File: src/rtl/conv_stream_host_pkg.sv
// Shared constants and state encoding for the convolution engine stream host.
package conv_stream_host_pkg;

   localparam int WEIGHT_WIDTH   = 2;
   localparam int WEIGHT_HEIGHT  = 2;
   localparam int IMG_WIDTH      = 4;
   localparam int IMG_HEIGHT     = 4;
   localparam int PADDING        = 0;
   localparam int STRIDE         = 2;
   localparam int BITWIDTH       = 3;
   localparam int RESULT_WIDTH   = (IMG_WIDTH - WEIGHT_WIDTH + 2 * PADDING) / STRIDE + 1;
   localparam int RESULT_HEIGHT  = (IMG_HEIGHT - WEIGHT_HEIGHT + 2 * PADDING) / STRIDE + 1;
   localparam int EXPAND         = 2;
   localparam int TIMEOUT_CYCLES = 1024;

   localparam int N_IMG = IMG_WIDTH * IMG_HEIGHT;
   localparam int N_WEI = WEIGHT_WIDTH * WEIGHT_HEIGHT;
   localparam int N_IN  = N_IMG + N_WEI + 1;
   localparam int N_OUT = RESULT_WIDTH * RESULT_HEIGHT;
   localparam int RW    = EXPAND * BITWIDTH;

   localparam int IMG_BITS = N_IMG * BITWIDTH;
   localparam int WEI_BITS = N_WEI * BITWIDTH;
   localparam int RES_BITS = N_OUT * RW;

   localparam int IN_CNT_W  = (N_IN > 1) ? $clog2(N_IN) : 1;
   localparam int OUT_CNT_W = (N_OUT > 1) ? $clog2(N_OUT) : 1;
   localparam int TMO_W     = (TIMEOUT_CYCLES > 1) ? $clog2(TIMEOUT_CYCLES) : 1;

   localparam logic [IN_CNT_W-1:0]  IN_LAST  = IN_CNT_W'(N_IN - 1);
   localparam logic [OUT_CNT_W-1:0] OUT_LAST = OUT_CNT_W'(N_OUT - 1);
   localparam logic [TMO_W-1:0]     TMO_LAST = TMO_W'(TIMEOUT_CYCLES - 1);

   // One-hot controller states.
   typedef enum logic [4:0] {
      LOAD     = 5'b00001,
      START    = 5'b00010,
      WAIT_ACK = 5'b00100,
      WAIT_FIN = 5'b01000,
      DRAIN    = 5'b10000
   } state_t;

endpackage

File: src/rtl/conv_stream_host_if.sv
// Stream and engine bus bundle for the convolution stream host.
// Handshake: a word moves on a rising clk_en edge where valid and ready are
// both high; the sender keeps valid and data stable until that edge, and
// ready may change freely.
interface conv_stream_host_if;
   import conv_stream_host_pkg::*;

   logic                s_valid;
   logic                s_ready;
   logic [BITWIDTH-1:0] s_data;
   logic                m_valid;
   logic                m_ready;
   logic [RW-1:0]       m_data;
   logic                m_last;
   logic                conv_en;
   logic [IMG_BITS-1:0] img;
   logic [WEI_BITS-1:0] weight;
   logic [BITWIDTH-1:0] bias;
   logic [RES_BITS-1:0] result;
   logic                conv_fin;

   modport master (
      input  s_valid, s_data, m_ready, result, conv_fin,
      output s_ready, m_valid, m_data, m_last, conv_en, img, weight, bias
   );

   modport slave (
      output s_valid, s_data, m_ready, result, conv_fin,
      input  s_ready, m_valid, m_data, m_last, conv_en, img, weight, bias
   );
endinterface

File: src/rtl/conv_stream_host_serializer.sv
// Captures the engine result into a shadow register and streams it out
// one RW-bit word at a time, least significant word first.
module conv_result_serializer
   import conv_stream_host_pkg::*;
(
   input  logic                clk_en,
   input  logic                rst_n,
   input  logic                cap,
   input  logic [RES_BITS-1:0] result,
   output logic                m_valid,
   input  logic                m_ready,
   output logic [RW-1:0]       m_data,
   output logic                m_last,
   output logic                done
);

   logic [RES_BITS-1:0]  shadow_q;
   logic [OUT_CNT_W-1:0] out_cnt;
   logic                 valid_q;
   int                   out_idx;

   assign out_idx = int'(out_cnt);
   assign m_valid = valid_q;
   assign m_last  = valid_q && (out_cnt == OUT_LAST);
   assign done    = valid_q && m_ready && (out_cnt == OUT_LAST);

   // Shadow capture and output word counter; advance only on a handshake.
   always_ff @(posedge clk_en) begin
      if (!rst_n) begin
         shadow_q <= '0;
         out_cnt  <= '0;
         valid_q  <= 1'b0;
      end else if (cap) begin
         shadow_q <= result;
         out_cnt  <= '0;
         valid_q  <= 1'b1;
      end else if (valid_q && m_ready) begin
         if (out_cnt == OUT_LAST) begin
            out_cnt <= '0;
            valid_q <= 1'b0;
         end else begin
            out_cnt <= out_cnt + 1'b1;
         end
      end
   end

   // Current word select; zero while nothing is being presented.
   always_comb begin
      m_data = '0;
      if (valid_q) begin
         m_data = shadow_q[out_idx*RW +: RW];
      end
   end

endmodule

File: src/rtl/conv_stream_host.sv
// Initiator-side host for the convolution engine: loads a word stream into
// the flat img/weight/bias buses, runs the start/finish handshake and then
// streams the captured result back out.
module conv_stream_host
   import conv_stream_host_pkg::*;
(
   input  logic               clk_en,
   input  logic               rst_n,
   conv_stream_host_if.master bus,
   output logic               busy,
   output logic               err_timeout,
   output state_t             state_dbg
);

   state_t              state_q;
   state_t              state_d;
   logic [IN_CNT_W-1:0] in_cnt;
   logic [TMO_W-1:0]    tmo_cnt;
   logic                conv_en_q;
   logic                err_q;
   logic [IMG_BITS-1:0] img_q;
   logic [WEI_BITS-1:0] weight_q;
   logic [BITWIDTH-1:0] bias_q;
   logic                accept;
   logic                cap;
   logic                tmo_hit;
   logic                ser_done;
   int                  in_idx;

   assign in_idx      = int'(in_cnt);
   assign bus.s_ready = (state_q == LOAD);
   assign bus.conv_en = conv_en_q;
   assign bus.img     = img_q;
   assign bus.weight  = weight_q;
   assign bus.bias    = bias_q;
   assign busy        = (state_q != LOAD);
   assign err_timeout = err_q;
   assign state_dbg   = state_q;

   // State register.
   always_ff @(posedge clk_en) begin
      if (!rst_n) state_q <= LOAD;
      else        state_q <= state_d;
   end

   // Next state plus single-cycle strobes for the datapath. A high conv_fin
   // in WAIT_ACK is the idle level, so completion is only looked for after
   // the engine has pulled it low.
   always_comb begin
      state_d = state_q;
      accept  = 1'b0;
      cap     = 1'b0;
      tmo_hit = 1'b0;
      case (state_q)
         LOAD: begin
            accept = bus.s_valid;
            if (bus.s_valid && (in_cnt == IN_LAST)) state_d = START;
         end
         START: state_d = WAIT_ACK;
         WAIT_ACK: begin
            if (!bus.conv_fin) begin
               state_d = WAIT_FIN;
            end else if (tmo_cnt == TMO_LAST) begin
               tmo_hit = 1'b1;
               state_d = LOAD;
            end
         end
         WAIT_FIN: begin
            if (bus.conv_fin) begin
               cap     = 1'b1;
               state_d = DRAIN;
            end else if (tmo_cnt == TMO_LAST) begin
               tmo_hit = 1'b1;
               state_d = LOAD;
            end
         end
         DRAIN: if (ser_done) state_d = LOAD;
         default: state_d = LOAD;
      endcase
   end

   // Load path, start request, timeout counter and sticky error flag.
   always_ff @(posedge clk_en) begin
      if (!rst_n) begin
         in_cnt    <= '0;
         tmo_cnt   <= '0;
         conv_en_q <= 1'b0;
         err_q     <= 1'b0;
         img_q     <= '0;
         weight_q  <= '0;
         bias_q    <= '0;
      end else begin
         if (accept) begin
            if (in_idx < N_IMG)              img_q[in_idx*BITWIDTH +: BITWIDTH] <= bus.s_data;
            else if (in_idx < N_IMG + N_WEI) weight_q[(in_idx-N_IMG)*BITWIDTH +: BITWIDTH] <= bus.s_data;
            else                             bias_q <= bus.s_data;
            in_cnt <= (in_cnt == IN_LAST) ? '0 : in_cnt + 1'b1;
         end
         if (state_q == START) begin
            conv_en_q <= 1'b1;
         end else if (((state_q == WAIT_ACK) && !bus.conv_fin) || tmo_hit) begin
            conv_en_q <= 1'b0;
         end
         if (state_d != state_q) begin
            tmo_cnt <= '0;
         end else if ((state_q == WAIT_ACK) || (state_q == WAIT_FIN)) begin
            tmo_cnt <= tmo_cnt + 1'b1;
         end
         if (tmo_hit) err_q <= 1'b1;
      end
   end

   conv_result_serializer u_ser (
      .clk_en  (clk_en),
      .rst_n   (rst_n),
      .cap     (cap),
      .result  (bus.result),
      .m_valid (bus.m_valid),
      .m_ready (bus.m_ready),
      .m_data  (bus.m_data),
      .m_last  (bus.m_last),
      .done    (ser_done)
   );

endmodule

File: src/flat_wrapper.sv
// flat-port wrapper written by rule: the top's interface ports become plain ports
module conv_stream_host_flat import conv_stream_host_pkg::*;
  (clk_en, rst_n, busy, err_timeout, state_dbg, bus_s_valid, bus_s_data, bus_m_ready, bus_result, bus_conv_fin, bus_s_ready, bus_m_valid, bus_m_data, bus_m_last, bus_conv_en, bus_img, bus_weight, bus_bias);
  conv_stream_host_if bus_i ();
  input  logic clk_en;
  input  logic rst_n;
  output logic busy;
  output logic err_timeout;
  output state_t state_dbg;
  input wire logic [$bits(bus_i.s_valid)-1:0] bus_s_valid;
  input wire logic [$bits(bus_i.s_data)-1:0] bus_s_data;
  input wire logic [$bits(bus_i.m_ready)-1:0] bus_m_ready;
  input wire logic [$bits(bus_i.result)-1:0] bus_result;
  input wire logic [$bits(bus_i.conv_fin)-1:0] bus_conv_fin;
  output wire logic [$bits(bus_i.s_ready)-1:0] bus_s_ready;
  output wire logic [$bits(bus_i.m_valid)-1:0] bus_m_valid;
  output wire logic [$bits(bus_i.m_data)-1:0] bus_m_data;
  output wire logic [$bits(bus_i.m_last)-1:0] bus_m_last;
  output wire logic [$bits(bus_i.conv_en)-1:0] bus_conv_en;
  output wire logic [$bits(bus_i.img)-1:0] bus_img;
  output wire logic [$bits(bus_i.weight)-1:0] bus_weight;
  output wire logic [$bits(bus_i.bias)-1:0] bus_bias;
  assign bus_i.s_valid = bus_s_valid;
  assign bus_i.s_data = bus_s_data;
  assign bus_i.m_ready = bus_m_ready;
  assign bus_i.result = bus_result;
  assign bus_i.conv_fin = bus_conv_fin;
  assign bus_s_ready = bus_i.s_ready;
  assign bus_m_valid = bus_i.m_valid;
  assign bus_m_data = bus_i.m_data;
  assign bus_m_last = bus_i.m_last;
  assign bus_conv_en = bus_i.conv_en;
  assign bus_img = bus_i.img;
  assign bus_weight = bus_i.weight;
  assign bus_bias = bus_i.bias;
  conv_stream_host u_core (.clk_en(clk_en), .rst_n(rst_n), .bus(bus_i), .busy(busy), .err_timeout(err_timeout), .state_dbg(state_dbg));
endmodule
File: config.mk
export PLATFORM = sky130hd
export DESIGN_NAME = conv_stream_host_flat
export DESIGN_NICKNAME = d
export VERILOG_FILES = /design/src/rtl/conv_stream_host_pkg.sv /design/src/rtl/conv_stream_host_if.sv /design/src/rtl/conv_stream_host_serializer.sv /design/src/rtl/conv_stream_host.sv /design/src/flat_wrapper.sv
export SDC_FILE = /design/constraint.sdc
export NUM_CORES = 1
export LEC_CHECK = 0
export BUFFER_PORTS_ARGS = -buffer_cell sky130_fd_sc_hd__buf_2
export CAP_MARGIN = 20
export CORE_MARGIN = 4
export CORE_UTILIZATION = 24
export DETAILED_ROUTE_END_ITERATION = 8
export REMOVE_ABC_BUFFERS = 1
export SLEW_MARGIN = 10
export SYNTH_ARGS = -nofsm -noshare
export SYNTH_HDL_FRONTEND = slang
export SYNTH_HIERARCHICAL = 1
export SYNTH_SLANG_ARGS = --single-unit
File: constraint.sdc
create_clock -name clk_en -period 4.7 [get_ports clk_en]
set_clock_uncertainty 0.15 [all_clocks]
set_input_delay 0.47 -clock clk_en [delete_from_list [all_inputs] [get_ports clk_en]]
set_output_delay 0.47 -clock clk_en [all_outputs]
set_load 0.02 [all_outputs]
### Yosys cells after proc, flatten, opt, wreduce, memory -nomap -nowiden

Index checks and enable logic that the tools add are counted.

* register bits: 112
* input port bits: 32
* word-level logic and storage cells: 80

* $add $sub $neg: 6
* $mul: 3
* $lt $le $gt $ge: 2
* eq/ne operators: 10
* shifts and indexed selects: 5
* muxes and demuxes: 23
* bitwise gates (word level): 3
* reduce and logical (&&, ||, !) cells: 17

Operator list (number)
* $neg 32->33: 2
* $bwmux 48: 1
* $shift 3x33->48 const A: 1
* $shiftx 3x33->48: 1
* $shift 3x33->12 const A: 1
* $shiftx 3x33->12: 1
* $mul 32x3->32 const B: 1
* $mux 5: 6
* $pmux 5 s5: 1
* $shiftx 24x6->6: 1
* $bwmux 12: 1
* $mux 1: 11
* $add 10x1->10 const B: 1
* $eq 10x10->1 const B: 1
* $eq 5x5->1 const B: 2
* $lt 5x5->1 const B: 2
* $mul 5x2->7 const B: 1
* $mux 6: 1
* $reduce_and 3->1: 2
* $reduce_bool 2->1: 3
* $sub 5x5->6 const B: 1
* $add 5x1->5 const B: 1
* $eq 5x1->1 const B: 1
* $eq 5x2->1 const B: 1
* other kinds (15): 24

### Longest topological paths before layout

* word-level depth: 7
* gate-level depth with buffers: 15
* gate-level depth less buffers: 14

### Hierarchy

The synthesis kept the hierarchy.

By module, submodules not included
* conv_stream_host: instances 1, cells each 550, area an instance 4579.4 µm², seq. area each 1701.6 µm²
* conv_result_serializer: instances 1, cells each 114, area an instance 1287.5 µm², seq. area each 540.5 µm²

### Least setup slack after synthesis

OpenSTA, ideal clock, no wires.

* path type: register to register
* from: register u_core.in_cnt[0]
* to: register u_core.weight_q[11], in the netlist u_core/bus.weight[11]
* arrival time: 3432 ps
* path slack: 998 ps
* cell stages (with the launch flop): 14
* clock period less this slack: 3702 ps
* path through: dfxtp_1 > inv_1 > ha_1 > ha_1 > ha_1 > fa_1 > a21o_1 > a21o_1 > ha_1 > o2111ai_1 > nor3_2 > nand2_1 > or3_1 > mux2i_1

* cells in the longest elaborated chain, start to end: 5
* elaborated cells on any way between the ends: 10
* those cells by class: add/sub (2); mul (1); order compare (2); shift (2); mux (1); bitwise (1); reduce/logical (1)

RTL lines
* start: declaration: RTL line conv_stream_host.sv:17 `logic [IN_CNT_W-1:0] in_cnt;`
* start signal: assignment: RTL line conv_stream_host.sv:97 `in_cnt <= (in_cnt == IN_LAST) ? '0 : in_cnt + 1'b1;`
* $sub 5x5->6: RTL line conv_stream_host.sv:95 `else if (in_idx < N_IMG + N_WEI) weight_q[(in_idx-N_IMG)*BITWIDTH +: BITWIDTH] <= bus.s_data;`
* $mul 32x3->32: RTL line conv_stream_host.sv:95
* $neg 32->33: RTL line conv_stream_host.sv:95
* $shiftx 3x33->12 / $shift 3x33->12 (equally long branches): RTL line conv_stream_host.sv:95
* $bwmux 12: RTL line conv_stream_host.sv:95
* end signal: indexed assignment: RTL line conv_stream_host.sv:95
* end: declaration: RTL line conv_stream_host.sv:22 `logic [WEI_BITS-1:0] weight_q;`

Several ways; a longest one is shown, not always the timed one.
A chain may end at the register's enable or synchronous reset.

### Final worst setup path

* from: register u_core.in_cnt[1]
* to: register u_core.weight_q[7], in the netlist u_core/bus.weight[7]

The elaborated chain is that of the path after synthesis.

==> impl_metrics.csv <==
group,metric,value,unit
synth,ys_seq_area_frac,0.382,
synth,yosys_warnings,6,
cts,htree_levels,3,
sta,setup_tns,0,ps
place,gp_congestion,0.826,
cts,cts-root-buf,"clkbuf_16",
synth,synth_top_cells_by_area,"dfxtp_1 38%, mux2i_1 13%, nor2_1 5.2%",
grt,grt_pass1_wl,24800,um
drt,routed_wl,15500,um
status,status,"completed",
finish,multiInputGateArea,0.00335,mm^2
die,num_io_pins,112,
critical_path,cp-start-kind,"flop",
grt,antenna_found_initial,0,
synth,yosysTopAreaCellShare,0.382,
drt,wl_per_cell,14.4,um
critical_path,end_kind,"flop",
drt,drc,0,
finish,mostFrequentLayoutCells,"112 x dfxtp_1, 111 x buf_2, 81 x nor2_1",
sta,fmax,0.256,GHz
hold_path,worstHoldPathType,"in -> reg",
grt,track_usage,0.116,
place,pre_cts_slack,863,ps
synth,syn_area,0.00587,mm^2
drt,drt_iter0_markers,259,
cts,cts_inserted_buffers,9,
synth,synth_cell_types,66,
synth,syn_avg_cell_area,8.84,um^2
critical_path,path_delay_family,"adder cells",
cts,clock_path_buffers,2,
critical_path,path_buf_inv,0,
die,die_y,164,um
critical_path,path_cells,"ha_1 > ha_1 > ha_1 > fa_1 > a21o_1 > a21o_1 > ha_1 > o2111ai_1 > nor3_2 > nand2_1 > or3_1 > mux2i_1",
grt,grt_pass1_vias,4761,
cts,clk_latency,360,ps
sta,hold_violations,0,
sta,timing.final.crit_share,0.831,
power,ir_worst_vdd,0.157,mV
finish,final_common_cell,"dfxtp_1",
critical_path,worstPathArrival,4000,ps
sta,drv_slew,0,
drt,vias,4895,
sta,rsz0062_at_grt,"false",
sta,worstMarginPinSlew,820,ps
cts,ctsResizeCount,0,
drt,vias_per_cell,4.53,
synth,ys.flop_type,"dfxtp_1",
critical_path,cpPeakStageDelay,510,ps
critical_path,worst_path_most_repeated_cell,"ha_1",
power,power.leakage,2.90,nW
cts,cts.sinks,112,
synth,yosysTopAreaCell,"dfxtp_1",
synth,async_reset_ff_frac,0,
critical_path,crit_fanout,9,
cts,holdBufCountCts,0,
sta,period_needed,3910,ps
drt,drt_pass1_iterations,5,
power,power_density,288,mW/mm^2
synth,synth-seq-cells,112,
die,num_rows,56,
die,die_area,0.0270,mm^2
die,core,0.0238,mm^2
die,start_util,0.247,
finish,areaGrowthSynthToFinish,18.6,%
grt,grt_max_degree,37,
critical_path,crit_type,"reg -> reg",
synth,synth-edff-count,0,
drt,ant_nets,0,
finish,antenna_cells,0,
finish,fillCellCount,2517,
die,dieWidth,164,um
grt,overflow,0,
critical_path,crit_slowest_cell,"dfxtp_1",
finish,final_cells,1080,
sta,setup_violations,0,
place,portBuffers,111,
place,dp_cells,1064,
cts,clk_pin_slew,80,ps
place,dp.final_hpwl,11400,um
finish,drive_above_1_share,0.197,
cts,postCtsSetupBuffers,0,
synth,synthCells,664,
cts,cts_tree,"done",
finish,seq_area,0.00224,mm^2
sta,fin_ws,793,ps
flow_run,cap_violations,0,
sta,slew_headroom,0.448,
critical_path,cp.required,4800,ps
finish,layout.nets,812,
==> path summary, 6_finish.rpt <==
path                                   startpoint                                     end  slack, ps  cells after the start
setup / recovery    u_core/in_cnt[1]$_SDFFE_PN0P_       u_core/bus.weight[7]$_SDFFE_PN0P_        790                     12
hold / removal                     bus_result[18]  u_core/u_ser/shadow_q[18]$_SDFFE_PN0P_        220                      3
setup reg to reg    u_core/in_cnt[1]$_SDFFE_PN0P_       u_core/bus.weight[7]$_SDFFE_PN0P_        790                     12
hold reg to reg   u_core/bus.img[39]$_SDFFE_PN0P_         u_core/bus.img[39]$_SDFFE_PN0P_        310                      2
==> Yosys cell counts, types with 3 or more instances <==
library cell and number:
dfxtp_1 112, nor2_1 81, mux2i_1 77, nand2_1 57, a21oi_1 37, nor2b_1 35, nand3_1 31, clkbuf_1 23
ha_1 23, inv_1 17, o21ai_0 15, nand4_1 11, xnor2_1 11, o22ai_1 9, nor3_1 8, xor2_1 8
buf_2 7, nand2b_1 7, or3_1 7, and2_1 6, and3_1 5, o21bai_1 5, nand4b_1 4, nor3b_1 4
a21bo_2 3, a31oi_1 3, buf_12 3, o2111ai_1 3, o211ai_1 3
==> per-stage QoR <==
| stage | total power [mW] | hold slack [ps] | util | cell area (um^2) |
|---|---|---|---|---|
| after floorplan | 1.16 | 329 | - | 5660 |
| after global placement | 1.25 | 288 | 0.280 | 6660 |
| after detailed placement | 1.25 | 294 | 0.280 | 6660 |
| after CTS | 2.03 | 205 | 0.293 | 6960 |
| after global routing | 2.10 | 218 | 0.293 | 6960 |
| final | 2.00 | 220 | 0.293 | 6960 |
==> state kept, by name, indices dropped and copies added, names as in the netlist <==
name,flops
u_core/state_dbg,5
u_core/bus.conv_en,1
u_core/in_cnt,5
u_core/bus.img,48
u_core/tmo_cnt,10
u_core/bus.bias,3
u_core/u_ser/shadow_q,24
u_core/err_timeout,1
u_core/u_ser/m_valid,1
u_core/bus.weight,12
u_core/u_ser/out_cnt,2
==> kinds of logic (layout without fill, tap and decap cells) <==
family	count (synthesis)	in the layout	synth area share
and+or+nand+nor	279	279	0.248
DFF	112	112	0.382
AOI/OAI and AO/OA	99	99	0.109
muxes	78	78	0.134
buffers and inverters	53	150	0.0463
adders and majority gates	24	24	0.0525
xor gates and xnor gates	19	19	0.0284
==> per-layer routing <==
layer  GRT usage  vias to the layer above  share of wire
li1            -                     2510              -
met1       0.147                     2246           0.47
met2       0.187                      128           0.45
met3      0.0391                       11          0.070
met4      0.0301                        0          0.011
met5           0                        -              0
==> area by class of cell <==
| type | count | area share |
|---|---|---|
| multi-input cells | 499 | 0.482 |
| clock inverters | 7 | 0.0104 |
| repair buffers | 117 | 0.0863 |
| flip-flops and latches | 112 | 0.322 |
| clock buffers | 9 | 0.0324 |
| well taps | 319 | 0.0574 |
| inverters | 17 | 0.00917 |
==> worst register-to-register path: stages, from the launching register on <==
cell       delay [ps]
dfxtp_1           510
ha_1              320
ha_1              260
ha_1              230
fa_1              460
a21o_1            210
a21o_1            180
ha_1              290
o2111ai_1         140
nor3_2            420
nand2_1           120
or3_1             380
mux2i_1           130
==> where the power goes <==
group,internal (mW),switching (mW)
Combinational,0.0906,0.178
Sequential,0.952,0.00375
Clock,0.377,0.398
Total,1.42,0.581
(Power assumes the default switching activity.)
